--- src/rtl/minesweeper_pkg.sv ---
// ============================================================================
// minesweeper_pkg : shared state encoding, LFSR constants, coordinate widths
// Revision: 1.0
// ============================================================================
`default_nettype none

package minesweeper_pkg;

  typedef enum logic [2:0] {
    ST_IDLE  = 3'd0,
    ST_GEN   = 3'd1,
    ST_CHECK = 3'd2,
    ST_PLACE = 3'd3,
    ST_DONE  = 3'd4
  } state_t;

  localparam logic [15:0] LFSR_TAPS    = 16'hB400;
  localparam logic [15:0] DEFAULT_SEED = 16'hACE1;

  function automatic int x_width(input int width);
    return (width <= 2) ? 1 : $clog2(width);
  endfunction

  function automatic int y_width(input int height);
    return (height <= 2) ? 1 : $clog2(height);
  endfunction

endpackage

`default_nettype wire

--- src/rtl/lfsr16.sv ---
// ============================================================================
// lfsr16 : 16-bit right-shifting Galois LFSR with step enable and seed load
// Revision: 1.0
// ============================================================================
`default_nettype none

module lfsr16
  import minesweeper_pkg::*;
#(
  parameter logic [15:0] RESET_VALUE = DEFAULT_SEED
) (
  input  logic        clk,
  input  logic        reset,
  input  logic        en,
  input  logic        load,
  input  logic [15:0] seed,
  output logic [15:0] value,
  output logic [15:0] next_value
);

  // The next value is exposed so the caller can sample the post-step state
  // on the same edge the register advances.
  assign next_value = {1'b0, value[15:1]} ^ (value[0] ? LFSR_TAPS : 16'h0000);

  always_ff @(posedge clk or negedge reset) begin
    if (!reset) begin
      value <= RESET_VALUE;
    end else if (load) begin
      value <= seed;
    end else if (en) begin
      value <= next_value;
    end
  end

endmodule

`default_nettype wire

--- src/rtl/mine_placer.sv ---
// ============================================================================
// mine_placer : places MINE_COUNT distinct mines on the Board pair via LFSR
//               candidates; SAFE_START_EN keeps a 3x3 area around safeX/safeY free
// Revision: 1.0
// ============================================================================
`default_nettype none

module mine_placer
  import minesweeper_pkg::*;
#(
  parameter int          WIDTH      = 8,
  parameter int          HEIGHT     = 8,
  parameter int          MINE_COUNT = 10,
  parameter logic [15:0] SEED       = DEFAULT_SEED,
  localparam int         XW         = x_width(WIDTH),
  localparam int         YW         = y_width(HEIGHT)
) (
  input  logic          clk,
  input  logic          reset,
  input  logic          start,
  input  logic [XW-1:0] safeX,
  input  logic [YW-1:0] safeY,
  output logic          busy,
  output logic          done,
  output logic [XW-1:0] readX,
  output logic [YW-1:0] readY,
  input  logic          readValue,
  output logic          writeEn,
  output logic          writeValue,
  output logic          incAdjacent,
  output logic [XW-1:0] writeX,
  output logic [YW-1:0] writeY
);

  localparam int          CW       = $clog2(WIDTH * HEIGHT + 1);
  localparam logic [15:0] SEED_EFF = (SEED == 16'h0000) ? 16'h0001 : SEED;
`ifdef SAFE_START_EN
  localparam int          MAX_MINES = WIDTH * HEIGHT - 9;
`else
  localparam int          MAX_MINES = WIDTH * HEIGHT;
`endif
  localparam logic [XW:0] WIDTH_L  = (XW + 1)'(WIDTH);
  localparam logic [YW:0] HEIGHT_L = (YW + 1)'(HEIGHT);
  localparam logic [CW-1:0] LAST_COUNT = CW'(MINE_COUNT);

  generate
    if (WIDTH < 2 || WIDTH > 16 || HEIGHT < 2 || HEIGHT > 16 ||
        MINE_COUNT < 1 || MINE_COUNT >= MAX_MINES) begin : g_param_check
      $error("mine_placer: illegal WIDTH/HEIGHT/MINE_COUNT combination");
    end
  endgenerate

  state_t          state;
  state_t          state_next;
  logic [CW-1:0]   count;
  logic [CW-1:0]   count_next;
  logic [CW-1:0]   count_inc;
  logic [XW-1:0]   cand_x;
  logic [YW-1:0]   cand_y;
  logic            lfsr_en;
  logic [15:0]     lfsr_value;
  logic [15:0]     lfsr_next;
  logic            out_of_range;
  logic            in_safe;
  logic            reject;
  logic            unused_lfsr;

  lfsr16 #(
    .RESET_VALUE (SEED_EFF)
  ) u_lfsr (
    .clk        (clk),
    .reset      (reset),
    .en         (lfsr_en),
    .load       (1'b0),
    .seed       (SEED_EFF),
    .value      (lfsr_value),
    .next_value (lfsr_next)
  );

  assign unused_lfsr = ^{lfsr_value, lfsr_next};

  assign out_of_range = ({1'b0, cand_x} >= WIDTH_L) || ({1'b0, cand_y} >= HEIGHT_L);

`ifdef SAFE_START_EN
  logic [XW:0] dist_x;
  logic [YW:0] dist_y;

  always_comb begin
    dist_x = (cand_x >= safeX) ? ({1'b0, cand_x} - {1'b0, safeX})
                               : ({1'b0, safeX} - {1'b0, cand_x});
    dist_y = (cand_y >= safeY) ? ({1'b0, cand_y} - {1'b0, safeY})
                               : ({1'b0, safeY} - {1'b0, cand_y});
  end

  assign in_safe = (dist_x <= (XW + 1)'(1)) && (dist_y <= (YW + 1)'(1));
`else
  logic unused_safe;

  assign unused_safe = ^{safeX, safeY};
  assign in_safe     = 1'b0;
`endif

  assign reject    = out_of_range || readValue || in_safe;
  assign count_inc = count + CW'(1);

  always_ff @(posedge clk or negedge reset) begin
    if (!reset) begin
      state  <= ST_IDLE;
      count  <= '0;
      cand_x <= '0;
      cand_y <= '0;
    end else begin
      state <= state_next;
      count <= count_next;
      // Candidate comes from the post-step LFSR value.
      if (state == ST_GEN) begin
        cand_x <= lfsr_next[XW-1:0];
        cand_y <= lfsr_next[XW+YW-1:XW];
      end
    end
  end

  always_comb begin
    state_next = state;
    count_next = count;
    lfsr_en    = 1'b0;
    case (state)
      ST_IDLE: begin
        if (start) begin
          state_next = ST_GEN;
          count_next = '0;
        end
      end
      ST_GEN: begin
        lfsr_en    = 1'b1;
        state_next = ST_CHECK;
      end
      ST_CHECK: begin
        state_next = reject ? ST_GEN : ST_PLACE;
      end
      ST_PLACE: begin
        count_next = count_inc;
        state_next = (count_inc == LAST_COUNT) ? ST_DONE : ST_GEN;
      end
      ST_DONE: begin
        state_next = ST_IDLE;
      end
      default: begin
        state_next = ST_IDLE;
      end
    endcase
  end

  // Outputs decode straight from state so an asynchronous reset drops them at once.
  assign busy        = (state == ST_GEN) || (state == ST_CHECK) || (state == ST_PLACE);
  assign done        = (state == ST_DONE);
  assign writeEn     = (state == ST_PLACE);
  assign writeValue  = writeEn;
  assign incAdjacent = writeEn;
  assign readX       = cand_x;
  assign readY       = cand_y;
  assign writeX      = cand_x;
  assign writeY      = cand_y;

endmodule

`default_nettype wire

--- config.mk ---
export PLATFORM = sky130hd
export DESIGN_NAME = mine_placer
export DESIGN_NICKNAME = d
export VERILOG_FILES = /design/src/rtl/minesweeper_pkg.sv /design/src/rtl/lfsr16.sv /design/src/rtl/mine_placer.sv
export SDC_FILE = /design/constraint.sdc
export NUM_CORES = 1
export LEC_CHECK = 0
export CAP_MARGIN = 20
export CORE_ASPECT_RATIO = 0.9
export CORE_MARGIN = 2
export CORE_UTILIZATION = 45
export DETAILED_ROUTE_END_ITERATION = 12
export DONT_BUFFER_PORTS = 1
export GPL_TIMING_DRIVEN = 0
export HOLD_SLACK_MARGIN = 0.08
export PLACE_DENSITY = 0.61
export SETUP_SLACK_MARGIN = 0.4
export SLEW_MARGIN = 20
export SYNTH_ARGS = -nofsm -noshare
export SYNTH_HDL_FRONTEND = slang
export SYNTH_SLANG_ARGS = --single-unit
--- constraint.sdc ---
create_clock -name clk -period 3.4 [get_ports clk]
set_clock_uncertainty 0.2 [all_clocks]
set_input_delay 0.51 -clock clk [delete_from_list [all_inputs] [get_ports clk]]
set_output_delay 0.51 -clock clk [all_outputs]
set_load 0.005 [all_outputs]
==> results.sh <==
export IMPL_status="complete, no violations"
export IMPL_rsz0062_at_grt="no"
export IMPL_worst_slew_pin_slew_ns=0.3200
export IMPL_yosys_area_share_simple_pct=12.55
export IMPL_final_hold_violation_count=0
export IMPL_coreArea_sq_um=2815
export IMPL_hpwlAfterDp_mm=1.578
export IMPL_synthCells=131
export IMPL_synth_distinct_cells=27
export IMPL_clkSinkCount=28
export IMPL_critical_path_buf_inv_count=3
export IMPL_num_vias=903
export IMPL_grt_usage_pct=14.46
export IMPL_crit_chain="inv_1 -> nand3_1 -> inv_1 -> buf_4"
export IMPL_drc=0
export IMPL_cts_buffer_depth=2
export IMPL_startpoint_type="flop"
export IMPL_clkTransAtPathRegs_ns=0.15
export IMPL_syn_nets=143
export IMPL_die_w_um=61.87
export IMPL_wl_per_cell_um=12.36
export IMPL_synth_top_family_by_area="simple AND/OR/NAND/NOR gates"
export IMPL_endpoint_kind="output pin"
export IMPL_fmax_ghz=0.4346
export IMPL_rrSetupSlack_ns=1.38
export IMPL_vias_per_cell=5.102
export IMPL_cts_htree_levels=1
export IMPL_required_ns=2.69
export IMPL_crit_end="writeEn"
export IMPL_crit_family="buffers and inverters"
export IMPL_place_port_buffers=0
export IMPL_ant_nets=0
export IMPL_synth_compound_area_share_pct=9.963
export IMPL_finalPower_uw=1410
export IMPL_diodes=0
export IMPL_critPathMaxStageDelay_ns=0.47
export IMPL_grt_max_degree=29
export IMPL_finalWeightedCongestion=0.7865
export IMPL_seq_area_frac_synth_pct=52.40
export IMPL_grt_pass1_wl_mm=3.801
export IMPL_io_pins=27
export IMPL_n_fill_cell=275
export IMPL_ff2ff_path_depth=5
export IMPL_synthAdderAreaFrac_pct=1.845
export IMPL_critPathLaunch="state[2]"
export IMPL_path_class="flop to output pin"
export IMPL_grt_pass1_vias=847
export IMPL_drtIter0Drc=24
export IMPL_clock_latency_ns=0.33
export IMPL_rows=18
export IMPL_cpMostUsedCell="inv_1"
export IMPL_dpl_cell_count=171
export IMPL_period_share_pct=67.68
export IMPL_fp_dieH_um=56.08
export IMPL_firstDrtPassIters=5
export IMPL_p_per_area_nw_per_um2=946.9
export IMPL_syn_to_final_growth_pct=9.779
export IMPL_die_area_sq_um=3470
export IMPL_synth_area_sq_um=1356
export IMPL_finalNetCount=150
export IMPL_postCtsSetupBuffers=0
export IMPL_avgSynthCellArea_sq_um=10.35
export IMPL_wl_mm=2.188
export IMPL_finalSetupViolCount=0
export IMPL_synth_xor_area_share_pct=3.875
export IMPL_synth_warnings=0
export IMPL_cts_buffers_inserted=3
export IMPL_cp_arrival_ns=1.59
export IMPL_cts_root_buf="clkbuf_4"
export IMPL_fin_setup_tns_ns=0
export IMPL_cp_num_cells=4
export IMPL_drive_gt1_share_pct=29.93
export IMPL_period_minus_slack_ns=2.301
export IMPL_r2r_start="count[0]"
export IMPL_ys_ff_latch=28
export IMPL_start_util_pct=48.18
export IMPL_r2r_end="state[0]"
export IMPL_ir_worst_vdd_mv=0.3778
export IMPL_crit_slowest_cell="dfrtp_1"
export IMPL_path_max_fanout=9
export IMPL_synthMuxAreaShare_pct=9.871
export IMPL_final_max_slew_viol_count=0
export IMPL_relSlewSlack_pct=78.61
export IMPL_antenna_found_initial=0
export IMPL_grt_overflow=0
export IMPL_fin_cells=177
export IMPL_hp_class="input port to flop"
export IMPL_cap_viol_max_count=0
export IMPL_cts_tree="built"
export IMPL_power_leakage_uw=0.0006411
-- where the power goes --
group,switching (uW),leakage [uW],total [uW],internal [uW]
combinational,247,0.000278,550,303
sequential,132,0.000335,643,511
clock,97.9,0.0000279,217,119
-- placed cells by master, fill, tap and decap left out, types with 2 or more instances in the layout --
| cell | n |
|---|---|
| mux2_2 | 11 |
| buf_4 | 13 |
| xnor2_1 | 4 |
| ha_1 | 2 |
| nor2_1 | 12 |
| inv_1 | 7 |
| nand3_1 | 4 |
| dfstp_2 | 8 |
| xor2_1 | 2 |
| clkbuf_4 | 3 |
| a21oi_1 | 4 |
| o21ai_0 | 14 |
| nor3_1 | 2 |
| dfrtp_1 | 20 |
| nand2_1 | 15 |
-- cell families after synthesis --
family                     count (synthesis)
xor gates and xnor gates                   6
adders and majority gates                  2
muxes                                     12
and+or+nand+nor                           38
DFF                                       28
buffers and inverters                     21
AOI/OAI and AO/OA                         24
-- worst reg2reg max path: cells and delay by family (launching register included) --
family / cells / cell delay, ns
DFF: 1 / 0.46
AOI/OAI and AO/OA: 2 / 0.32
and+or+nand+nor: 2 / 0.66
adders and majority gates: 1 / 0.30
-- final cells by class --
| cell class | instances | area (sq um) | share of cell area, % |
|---|---|---|---|
| flip-flops and latches | 28 | 710.7 | 47.73 |
| multi-input cells | 82 | 516.7 | 34.71 |
| plain buffers | 14 | 102.6 | 6.891 |
| well taps | 40 | 50.05 | 3.361 |
| clock inverters | 1 | 30.03 | 2.017 |
| repair buffers | 2 | 30.03 | 2.017 |
| inverters | 7 | 26.28 | 1.765 |
| clock buffers | 3 | 22.52 | 1.513 |
-- routing by layer --
metal	GRT usage (%)	up-vias	part of all wire (%)
met5	0	-	0
met4	2.736	0	0.69
met3	4.419	2	4.8
met2	22.71	21	48
met1	19.62	441	47
li1	-	439	-
-- sequential cells by signal, indices dropped and copies added, names as in the netlist --
signal / count
state: 3
readX: 2
count: 7
u_lfsr.value: 13
readY: 3
-- cells in the mapped netlist, drive strengths merged --
master  count  area share, %
dfrtp      20             37
nand2      15            4.2
o21ai      15            5.5
buf        14            7.6
nor2       13            3.8
mux2       11            9.1
dfstp       8             15
inv         7            1.9
a21oi       4            1.5
nand3       4            1.5
xnor2       4            2.6
ha          2            1.8
nor3        2           0.74
xor2        2            1.3
a21o        1           0.55
a31o        1           0.65
and2        1           0.55
mux2i       1           0.74
nand2b      1           0.46
o21a        1           0.55
o31ai       1           0.55
o41ai       1           0.65
or3b        1           0.65
or4b        1           0.74
-- worst min path at each step --
stage                     slack, ns      start       end  depth (start not counted)
final                          0.13  readValue  state[1]                          2
after global routing           0.11  readValue  state[1]                          2
after CTS                      0.11  readValue  state[1]                          2
after detailed placement       0.02      reset  count[6]                          0
after global placement         0.02      reset  count[0]                          0
after floorplan                0.01      reset  count[0]                          0
-- metrics by stage --
step,utilization (%),setup slack [ns],hold WS [ns],area (sq um)
after floorplan,-,1.516,0.01441,1356
after global placement,49.96,1.403,0.01505,1406
after detailed placement,49.96,1.382,0.01502,1406
after CTS,52.89,1.069,0.1134,1489
after global routing,52.89,0.9285,0.1096,1489
final,52.89,1.099,0.1323,1489
-- what timing repair did --
| item | CTS | global route |
|---|---|---|
| hold buffers | 2 | 0 |
| hold endpoints to repair | 28 | 0 |
| gates resized for setup | 0 | 0 |
| setup endpoints to repair | 0 | 0 |
Note: power is estimated with default switching activity, not from simulation.
